==> src/rtl/phase_sig_gen_if.sv <==
// Config channel for phase_sig_gen: one valid/ready word of period, high time
// and phase lag.
interface phase_sig_gen_if #(
  parameter int CNT_W = 32
);
  logic             cfg_valid;
  logic             cfg_ready;
  logic [CNT_W-1:0] cfg_period;
  logic [CNT_W-1:0] cfg_high;
  logic [CNT_W-1:0] cfg_phase;

  modport master (
    output cfg_valid,
    output cfg_period,
    output cfg_high,
    output cfg_phase,
    input  cfg_ready
  );

  modport slave (
    input  cfg_valid,
    input  cfg_period,
    input  cfg_high,
    input  cfg_phase,
    output cfg_ready
  );
endinterface

==> src/rtl/phase_sig_gen.sv <==
// Dual square-wave source with programmable period, high time and lag.
// New settings only take effect on a period boundary, so no runt pulses.
module phase_sig_gen #(
  parameter int          CNT_W      = 32,
  parameter int unsigned DEF_PERIOD = 100,
  parameter int unsigned DEF_HIGH   = 50,
  parameter int unsigned DEF_PHASE  = 25
) (
  input  logic            sys_clk,
  input  logic            rst,
  input  logic            enable,
  phase_sig_gen_if.slave  cfg,
  output logic            sig_out0,
  output logic            sig_out1,
  output logic            period_start,
  output logic            cfg_err
);

  typedef enum logic [1:0] {
    IDLE,
    RUN,
    DRAIN
  } state_t;

  localparam logic [CNT_W-1:0] DEF_P = CNT_W'(DEF_PERIOD);
  localparam logic [CNT_W-1:0] DEF_H = CNT_W'(DEF_HIGH);
  localparam logic [CNT_W-1:0] DEF_D = CNT_W'(DEF_PHASE);
  localparam logic [CNT_W-1:0] ONE   = CNT_W'(1);
  localparam logic [CNT_W-1:0] TWO   = CNT_W'(2);

  state_t           state_q, state_d;
  logic [CNT_W-1:0] cnt0_q, cnt0_d;
  logic [CNT_W-1:0] per_q, per_d;
  logic [CNT_W-1:0] high_q, high_d;
  logic [CNT_W-1:0] phs_q, phs_d;
  logic             pend_q, pend_d;
  logic [CNT_W-1:0] pper_q, pper_d;
  logic [CNT_W-1:0] phigh_q, phigh_d;
  logic [CNT_W-1:0] pphs_q, pphs_d;
  logic             sig0_q, sig0_d;
  logic             sig1_q, sig1_d;
  logic             ps_q, ps_d;
  logic             err_q, err_d;

  logic             cfg_ok;
  logic             xfer;
  logic             wrap;
  logic             apply;
  logic             run_d;
  logic [CNT_W:0]   cnt1_d;

  always_comb begin
    state_d = state_q;
    cnt0_d  = '0;
    per_d   = per_q;
    high_d  = high_q;
    phs_d   = phs_q;
    pend_d  = pend_q;
    pper_d  = pper_q;
    phigh_d = phigh_q;
    pphs_d  = pphs_q;
    cnt1_d  = '0;

    cfg_ok = (cfg.cfg_period >= TWO) &&
             (cfg.cfg_high != '0) &&
             (cfg.cfg_high < cfg.cfg_period) &&
             (cfg.cfg_phase < cfg.cfg_period);
    xfer   = cfg.cfg_valid && !pend_q;
    wrap   = (state_q != IDLE) && (cnt0_q == per_q - ONE);
    apply  = pend_q && ((state_q == IDLE) || wrap);
    err_d  = xfer && !cfg_ok;

    unique case (state_q)
      IDLE: begin
        if (enable) state_d = RUN;
      end
      RUN, DRAIN: begin
        if (wrap) begin
          state_d = enable ? RUN : IDLE;
        end else begin
          cnt0_d  = cnt0_q + ONE;
          state_d = enable ? RUN : DRAIN;
        end
      end
      default: state_d = IDLE;
    endcase

    if (apply) begin
      per_d  = pper_q;
      high_d = phigh_q;
      phs_d  = pphs_q;
      pend_d = 1'b0;
    end

    // Pending is always empty when a capture happens, so it never races apply.
    if (xfer && cfg_ok) begin
      pend_d  = 1'b1;
      pper_d  = cfg.cfg_period;
      phigh_d = cfg.cfg_high;
      pphs_d  = cfg.cfg_phase;
    end

    run_d = (state_d != IDLE);

    if (cnt0_d >= phs_d)
      cnt1_d = {1'b0, cnt0_d} - {1'b0, phs_d};
    else
      cnt1_d = {1'b0, cnt0_d} + {1'b0, per_d} - {1'b0, phs_d};

    sig0_d = run_d && (cnt0_d < high_d);
    sig1_d = run_d && (cnt1_d < {1'b0, high_d});
    ps_d   = run_d && (cnt0_d == '0);
  end

  always_ff @(posedge sys_clk or posedge rst) begin
    if (rst) begin
      state_q <= IDLE;
      cnt0_q  <= '0;
      per_q   <= DEF_P;
      high_q  <= DEF_H;
      phs_q   <= DEF_D;
      pend_q  <= 1'b0;
      pper_q  <= '0;
      phigh_q <= '0;
      pphs_q  <= '0;
      sig0_q  <= 1'b0;
      sig1_q  <= 1'b0;
      ps_q    <= 1'b0;
      err_q   <= 1'b0;
    end else begin
      state_q <= state_d;
      cnt0_q  <= cnt0_d;
      per_q   <= per_d;
      high_q  <= high_d;
      phs_q   <= phs_d;
      pend_q  <= pend_d;
      pper_q  <= pper_d;
      phigh_q <= phigh_d;
      pphs_q  <= pphs_d;
      sig0_q  <= sig0_d;
      sig1_q  <= sig1_d;
      ps_q    <= ps_d;
      err_q   <= err_d;
    end
  end

  assign cfg.cfg_ready = ~pend_q;
  assign sig_out0      = sig0_q;
  assign sig_out1      = sig1_q;
  assign period_start  = ps_q;
  assign cfg_err       = err_q;

endmodule
==> src/flat_wrapper.sv <==
// flat-port wrapper written by rule: the top's interface ports become plain ports
module phase_sig_gen_flat 
#(
  parameter int          CNT_W      = 32,
  parameter int unsigned DEF_PERIOD = 100,
  parameter int unsigned DEF_HIGH   = 50,
  parameter int unsigned DEF_PHASE  = 25
)
  (sys_clk, rst, enable, sig_out0, sig_out1, period_start, cfg_err, cfg_cfg_valid, cfg_cfg_period, cfg_cfg_high, cfg_cfg_phase, cfg_cfg_ready);
  phase_sig_gen_if #(.CNT_W(CNT_W)) cfg_i ();
  input  logic sys_clk;
  input  logic rst;
  input  logic enable;
  output logic sig_out0;
  output logic sig_out1;
  output logic period_start;
  output logic cfg_err;
  input wire logic [$bits(cfg_i.cfg_valid)-1:0] cfg_cfg_valid;
  input wire logic [$bits(cfg_i.cfg_period)-1:0] cfg_cfg_period;
  input wire logic [$bits(cfg_i.cfg_high)-1:0] cfg_cfg_high;
  input wire logic [$bits(cfg_i.cfg_phase)-1:0] cfg_cfg_phase;
  output wire logic [$bits(cfg_i.cfg_ready)-1:0] cfg_cfg_ready;
  assign cfg_i.cfg_valid = cfg_cfg_valid;
  assign cfg_i.cfg_period = cfg_cfg_period;
  assign cfg_i.cfg_high = cfg_cfg_high;
  assign cfg_i.cfg_phase = cfg_cfg_phase;
  assign cfg_cfg_ready = cfg_i.cfg_ready;
  phase_sig_gen #(.CNT_W(CNT_W), .DEF_PERIOD(DEF_PERIOD), .DEF_HIGH(DEF_HIGH), .DEF_PHASE(DEF_PHASE)) u_core (.sys_clk(sys_clk), .rst(rst), .enable(enable), .cfg(cfg_i), .sig_out0(sig_out0), .sig_out1(sig_out1), .period_start(period_start), .cfg_err(cfg_err));
endmodule
==> config.mk <==
export PLATFORM = sky130hd
export DESIGN_NAME = phase_sig_gen_flat
export DESIGN_NICKNAME = d
export VERILOG_FILES = /design/src/rtl/phase_sig_gen_if.sv /design/src/rtl/phase_sig_gen.sv /design/src/flat_wrapper.sv
export SDC_FILE = /design/constraint.sdc
export NUM_CORES = 1
export LEC_CHECK = 0
export CORE_ASPECT_RATIO = 0.8
export CORE_UTILIZATION = 62
export DETAILED_ROUTE_END_ITERATION = 7
export PLACE_DENSITY = 0.83
export RECOVER_POWER = 50
export SYNTH_ARGS = -nofsm -noshare
export SYNTH_HDL_FRONTEND = slang
export SYNTH_SLANG_ARGS = --single-unit
==> constraint.sdc <==
create_clock -name sys_clk -period 9.8 [get_ports sys_clk]
set_input_delay 1.47 -clock sys_clk [delete_from_list [all_inputs] [get_ports sys_clk]]
set_output_delay 1.47 -clock sys_clk [all_outputs]
set_load 0.01 [all_outputs]
==> results.json, run 1 <==
{
  "path_max_fanout": 31,
  "core_mm2": 0.0286,
  "yosys.area.top_type": "dfrtp_1",
  "synth_area_mm2": 0.0182,
  "cts.sinks": 231,
  "path_buf_inv": 4,
  "tns_ps": 0,
  "synth.most_common_cell": "dfrtp_1",
  "start_util": 0.637,
  "final-max-slew-violation-count": 236,
  "cpPeakStageDelay_ps": 570,
  "vias_per_cell": 6.49,
  "die_w_um": 193,
  "fin_area_mm2": 0.0205,
  "post_cts_buffers": 0,
  "endpoint_kind": "flop",
  "rsz0062_at_grt": "no",
  "dpl-instance-area_mm2": 0.0196,
  "stdcell_count": 2358,
  "fmax_mhz": 108,
  "startpoint_type": "flop",
  "synth_nets": 2207,
  "yosys_warnings": 0,
  "status": "finished, violations left",
  "dieArea_mm2": 0.0300,
  "wl_mm": 54.8,
  "grt.total_usage": 0.367,
  "seq_area_frac_synth": 0.318,
  "crit_top_cell": "a21o_1",
  "cts_resized": 0,
  "ys_types": 77,
  "cp.depth": 34,
  "ctsHtreeMaxLevel": 1,
  "crit_arrival_ps": 9710,
  "wl_per_cell_um": 23.2,
  "relSlewSlack": -1.99,
  "grt_pass1_vias": 14600,
  "synth_area_leaders": "dfrtp_1, ha_1, mux2_2",
  "reg2reg_depth": 34,
  "worstMarginPinSlew_ps": 4460,
  "required_ps": 10260,
  "vias": 15300,
  "ios": 105,
  "synth_edf_count": 0,
  "ys_top_cells_by_count": "dfrtp_1, ha_1, inv_1",
  "clk_path_buf_depth": 3,
  "timing.final.crit_share": 0.944,
  "synth.ff_latch_count": 231,
  "gp_congestion": 0.994,
  "antenna_found_initial": 2,
  "yosysTopAreaCellShare": 0.305,
  "hold_violations": 0,
  "cts_root_buf": "clkbuf_16",
  "drtIter0Drc": 1625,
  "antenna_cells": 0,
  "period_minus_slack_ps": 9250,
  "row_count": 55,
  "cts_tree": "yes",
  "insertion_delay_ps": 560,
  "syn_to_final_growth_pct": 12.5,
  "dpl.hpwl_mm": 44.0,
  "violations": "max-capacitance violations, max-slew violations",
  "cts_buffers": 25,
  "crit_family": "compound AO/OA/AOI/OAI gates",
  "critPathKind": "reg -> reg",
  "grt_max_degree": 103,
  "cap_violations": 3,
  "drive_gt1_frac": 0.137,
  "ys.flop_type": "dfrtp_1",
  "synthCells": 1881,
  "fin_util": 0.716,
  "dp.cells": 2312,
  "die_h_um": 155,
  "grt_pass1_wl_mm": 83.8,
  "clkTransAtPathRegs_ps": 60,
  "finalClockSkew_ps": 15.5,
  "syn_area_per_cell_um2": 9.67,
  "setup_viol": 0,
  "min_path_type": "reg -> reg",
  "nets": 2295,
  "port_buffers": 104,
  "drtPass1Iterations": 5,
  "asyncSetResetFlopFracSynth": 1.00,
  "ant_nets": 0,
  "whs_path_depth": 1,
  "route.detailed.drc": 0,
  "cpMaxStageDelayCell": "mux2i_1",
  "grt.overflow.total": 0,
  "hold_buffers": 0
}
-- per-stage QoR --
stage	hold WS, ps	worst slack [ps]
after floorplan	454	1860
after global placement	487	957
after detailed placement	498	776
after CTS	512	734
after global routing	524	187
final	511	548
-- per-layer routing --
layer	vias up	global-route usage	share of wire
met4	4	0.0968	0.026
met3	95	0.0880	0.12
met1	7499	0.560	0.46
li1	6946	-	-
met2	750	0.516	0.40
met5	-	0	0.00051
-- worst paths after layout --
check	from	endpoint	slack (ps)
setup / recovery	u_core.per_q[0]$_DFF_PP0_	u_core.sig_out1$_DFF_PP0_	550
hold / removal	u_core.pphs_q[18]$_DFFE_PP0P_	u_core.pphs_q[18]$_DFFE_PP0P_	510
setup reg to reg	u_core.per_q[0]$_DFF_PP0_	u_core.sig_out1$_DFF_PP0_	550
hold reg to reg	u_core.pphs_q[18]$_DFFE_PP0P_	u_core.pphs_q[18]$_DFFE_PP0P_	510
max in group asynchronous	rst	u_core.cnt0_q[24]$_DFF_PP0_	3020
min in group asynchronous	rst	u_core.phigh_q[6]$_DFFE_PP0P_	2750
-- final cells by class --
type	count	area, µm²
Inverter	181	681
Clock buffer	34	689
Fill cell	2044	8100
Sequential cell	231	5790
Tap cell	370	463
Clock inverter	12	191
Multi-Input combinational cell	1406	11400
Timing Repair Buffer	124	1210
-- cell usage in the layout (no fill, tap or decap), types with 16 or more instances in the layout --
cell type / netlist / routed
a21o_1: 76 / 76
buf_4: 5 / 16
ha_1: 193 / 193
o21ai_0: 64 / 64
or3_1: 18 / 18
inv_1: 141 / 140
nor3_1: 32 / 32
mux2i_1: 71 / 71
mux2_2: 128 / 128
dfrtp_1: 222 / 222
clkbuf_16: 0 / 25
clkdlybuf4s50_1: 0 / 98
nand3_1: 47 / 47
nand4_1: 35 / 35
nor4_1: 33 / 33
xnor2_1: 81 / 81
nor2_1: 96 / 96
nand2_1: 82 / 82
a21oi_1: 100 / 100
a31oi_1: 19 / 19
o21bai_1: 16 / 16
xor2_1: 48 / 48
inv_2: 40 / 40
and3_1: 28 / 27
fa_1: 33 / 33
nor2b_1: 16 / 16
-- flip-flops by register name (all words and copies together), names as in the netlist --
signal,cells
u_core.cfg_err,1
u_core.cnt0_q,32
u_core.high_q,32
u_core.pend_q,1
u_core.per_q,32
u_core.period_start,1
u_core.phigh_q,32
u_core.phs_q,32
u_core.pper_q,32
u_core.pphs_q,32
u_core.sig_out0,1
u_core.sig_out1,1
u_core.state_q,2
-- worst reg2reg max path: cells and delay by family, from the launching register on --
| kind | cells | cell delay (ps) |
|---|---|---|
| AO/OA/AOI/OAI | 19 | 4000 |
| AND/OR/NAND/NOR | 6 | 1860 |
| buffers and inverters | 4 | 1160 |
| adder cells (fa/ha/maj) | 3 | 930 |
| multiplexers | 1 | 580 |
| flip-flops | 1 | 430 |
| XOR/XNOR | 1 | 230 |
-- cell families (layout without fill, tap and decap cells) --
family          after synthesis  after routing  synth area share
mux                         199            199             0.118
flops                       231            231             0.318
simple gates                476            476             0.141
compound gates              376            376             0.137
xor+xnor                    129            129            0.0621
buf+inv                     244            351            0.0540
fa+ha+maj                   226            226             0.169
Power of run 1 is left out: the tool's default activity adds up to more than one toggle a clock period on the data nets, which glitch-free logic cannot reach.
==> inputs of run 2 (changes only) <==
--- a/config.mk
+++ b/config.mk
@@ -5,9 +5,11 @@
 export SDC_FILE = /design/constraint.sdc
 export NUM_CORES = 1
 export LEC_CHECK = 0
+export CAP_MARGIN = 20
 export CORE_ASPECT_RATIO = 0.8
 export CORE_UTILIZATION = 62
 export DETAILED_ROUTE_END_ITERATION = 7
+export GPL_ROUTABILITY_DRIVEN = 1
 export PLACE_DENSITY = 0.83
 export RECOVER_POWER = 50
 export SYNTH_ARGS = -nofsm -noshare
==> results.json, run 2 (synthesized netlist as in run 1, its figures left out) <==
{
  "drtIter0Drc": 1552,
  "insertion_delay_ps": 560,
  "cts_buffers": 25,
  "grt.total_usage": 0.367,
  "hold_buffers": 0,
  "startpoint_type": "flop",
  "vias": 15400,
  "cts_tree": "yes",
  "clk_path_buf_depth": 3,
  "crit_arrival_ps": 9670,
  "grt_pass1_vias": 14600,
  "crit_family": "compound AO/OA/AOI/OAI gates",
  "wl_per_cell_um": 23.3,
  "grt_max_degree": 103,
  "antenna_found_initial": 2,
  "fillers": 2039,
  "core_mm2": 0.0286,
  "grtUsageMet3": 0.0880,
  "rsz0062_at_grt": "no",
  "regToRegEndpoint": "u_core.sig_out1$_DFF_PP0_",
  "reg2reg_depth": 34,
  "layout_commonest_cell": "dfrtp_1",
  "relSlewSlack": -1.99,
  "drtPass1Iterations": 5,
  "clkTransAtPathRegs_ps": 60,
  "ctsHtreeMaxLevel": 1,
  "grt_use_met1": 0.560,
  "violations": "max-capacitance violations, max-slew violations",
  "grtUsageMet2": 0.516,
  "critPathKind": "reg -> reg",
  "final-max-slew-violation-count": 220,
  "path_max_fanout": 31,
  "gp_congestion": 0.994,
  "busiest_layer": "met1",
  "ant_nets": 0,
  "start_util": 0.637,
  "cpPeakStageDelay_ps": 570,
  "nets": 2297,
  "timing.final.crit_share": 0.940,
  "die_h_um": 155,
  "period_minus_slack_ps": 9210,
  "syn_to_final_growth_pct": 12.6,
  "ios": 105,
  "cpMaxStageDelayCell": "a211oi_4",
  "min_to": "u_core.pphs_q[21]$_DFFE_PP0P_",
  "cts.sinks": 231,
  "antenna_cells": 0,
  "endpoint_kind": "flop",
  "reg2reg_from": "u_core.per_q[0]$_DFF_PP0_",
  "setup_viol": 0,
  "dpl.hpwl_mm": 44.0,
  "cap_violations": 3,
  "row_count": 55,
  "whs_path_depth": 1,
  "cts_resized": 0,
  "grt.overflow.total": 0,
  "hp-start": "u_core.pphs_q[21]$_DFFE_PP0P_",
  "die_w_um": 193,
  "post_cts_buffers": 0,
  "fmax_mhz": 109,
  "r2r_slack_ps": 590,
  "status": "finished, violations left",
  "final_cell_mix": "dfrtp_1, ha_1, inv_1",
  "tns_ps": 0,
  "hold_violations": 0,
  "path_buf_inv": 4,
  "vias_per_cell": 6.53,
  "dieArea_mm2": 0.0300,
  "required_ps": 10260,
  "crit_top_cell": "a21o_1",
  "worstMarginPinSlew_ps": 4460,
  "min_path_type": "reg -> reg",
  "port_buffers": 104,
  "cts_root_buf": "clkbuf_16",
  "finalClockSkew_ps": 17.1,
  "route.detailed.drc": 0,
  "wl_mm": 55.0,
  "grt_pass1_wl_mm": 83.8,
  "drive_gt1_frac": 0.137
}
==> run 2: changes by cell type in the layout (fill, tap and decap cells not counted), sizes merged <==
cell | previous run | this run
dlygate4sd3 | 6 | 5
clkdlybuf4s50 | 98 | 99
buf | 18 | 19
clkbuf | 36 | 37
==> run 2: worst max-delay path by stage <==
stage | from | end | slack (ps) | depth (start not counted)
finish | u_core.per_q[0]$_DFF_PP0_ | u_core.sig_out1$_DFF_PP0_ | 590 | 34
global route | u_core.per_q[0]$_DFF_PP0_ | u_core.sig_out1$_DFF_PP0_ | 190 | 33
CTS | u_core.per_q[0]$_DFF_PP0_ | u_core.sig_out1$_DFF_PP0_ | 730 | 34
detailed placement | u_core.per_q[0]$_DFF_PP0_ | u_core.sig_out1$_DFF_PP0_ | 780 | 34
global placement | u_core.per_q[0]$_DFF_PP0_ | u_core.sig_out1$_DFF_PP0_ | 960 | 34
floorplan | u_core.per_q[0]$_DFF_PP0_ | u_core.sig_out1$_DFF_PP0_ | 1860 | 38
==> run 2: stage by stage <==
stage               instance area (µm²)  cells  utilization  hold slack, ps  setup WS [ps]
detailed placement                19600   2312        0.686             498            776
floorplan                         18200   1881            -             454           1860
CTS                               20500   2358        0.717             512            734
global route                      20500   2360        0.717             524            187
global placement                  19600   2312        0.686             487            957
finish                            20500   2360        0.717             514            587
==> run 2: worst reg2reg max path: cells and delay by family (launching register included) <==
family	cells	cell delay, ps
fa+ha+maj	3	920
xor+xnor	1	220
compound gates	19	3980
buf+inv	4	1150
flops	1	430
mux	1	560
simple gates	6	1830
==> run 2: area by class of cell <==
cell class | instances | area (µm²) | share of cell area
Tap cell | 370 | 463 | 0.0226
Multi-Input combinational cell | 1406 | 11400 | 0.558
Clock inverter | 12 | 191 | 0.00935
Sequential cell | 231 | 5790 | 0.283
Inverter | 181 | 681 | 0.0332
Timing Repair Buffer | 126 | 1230 | 0.0602
Clock buffer | 34 | 689 | 0.0337
==> run 2: per-layer routing <==
| layer | vias up | wire, µm |
|---|---|---|
| met3 | 112 | 6510 |
| met2 | 834 | 21800 |
| met4 | 4 | 1530 |
| li1 | 6949 | - |
| met5 | - | 22 |
| met1 | 7503 | 25100 |
Power of run 2 is left out for the same reason.
==> inputs of run 3 (changes only) <==
--- a/config.mk
+++ b/config.mk
@@ -12,6 +12,7 @@
 export GPL_ROUTABILITY_DRIVEN = 1
 export PLACE_DENSITY = 0.83
 export RECOVER_POWER = 50
+export SLEW_MARGIN = 5
 export SYNTH_ARGS = -nofsm -noshare
 export SYNTH_HDL_FRONTEND = slang
 export SYNTH_SLANG_ARGS = --single-unit
==> results of run 3 <==
The final DEF is identical to that of run 2; final timing and power are the same.
Power of run 3 is left out for the same reason.
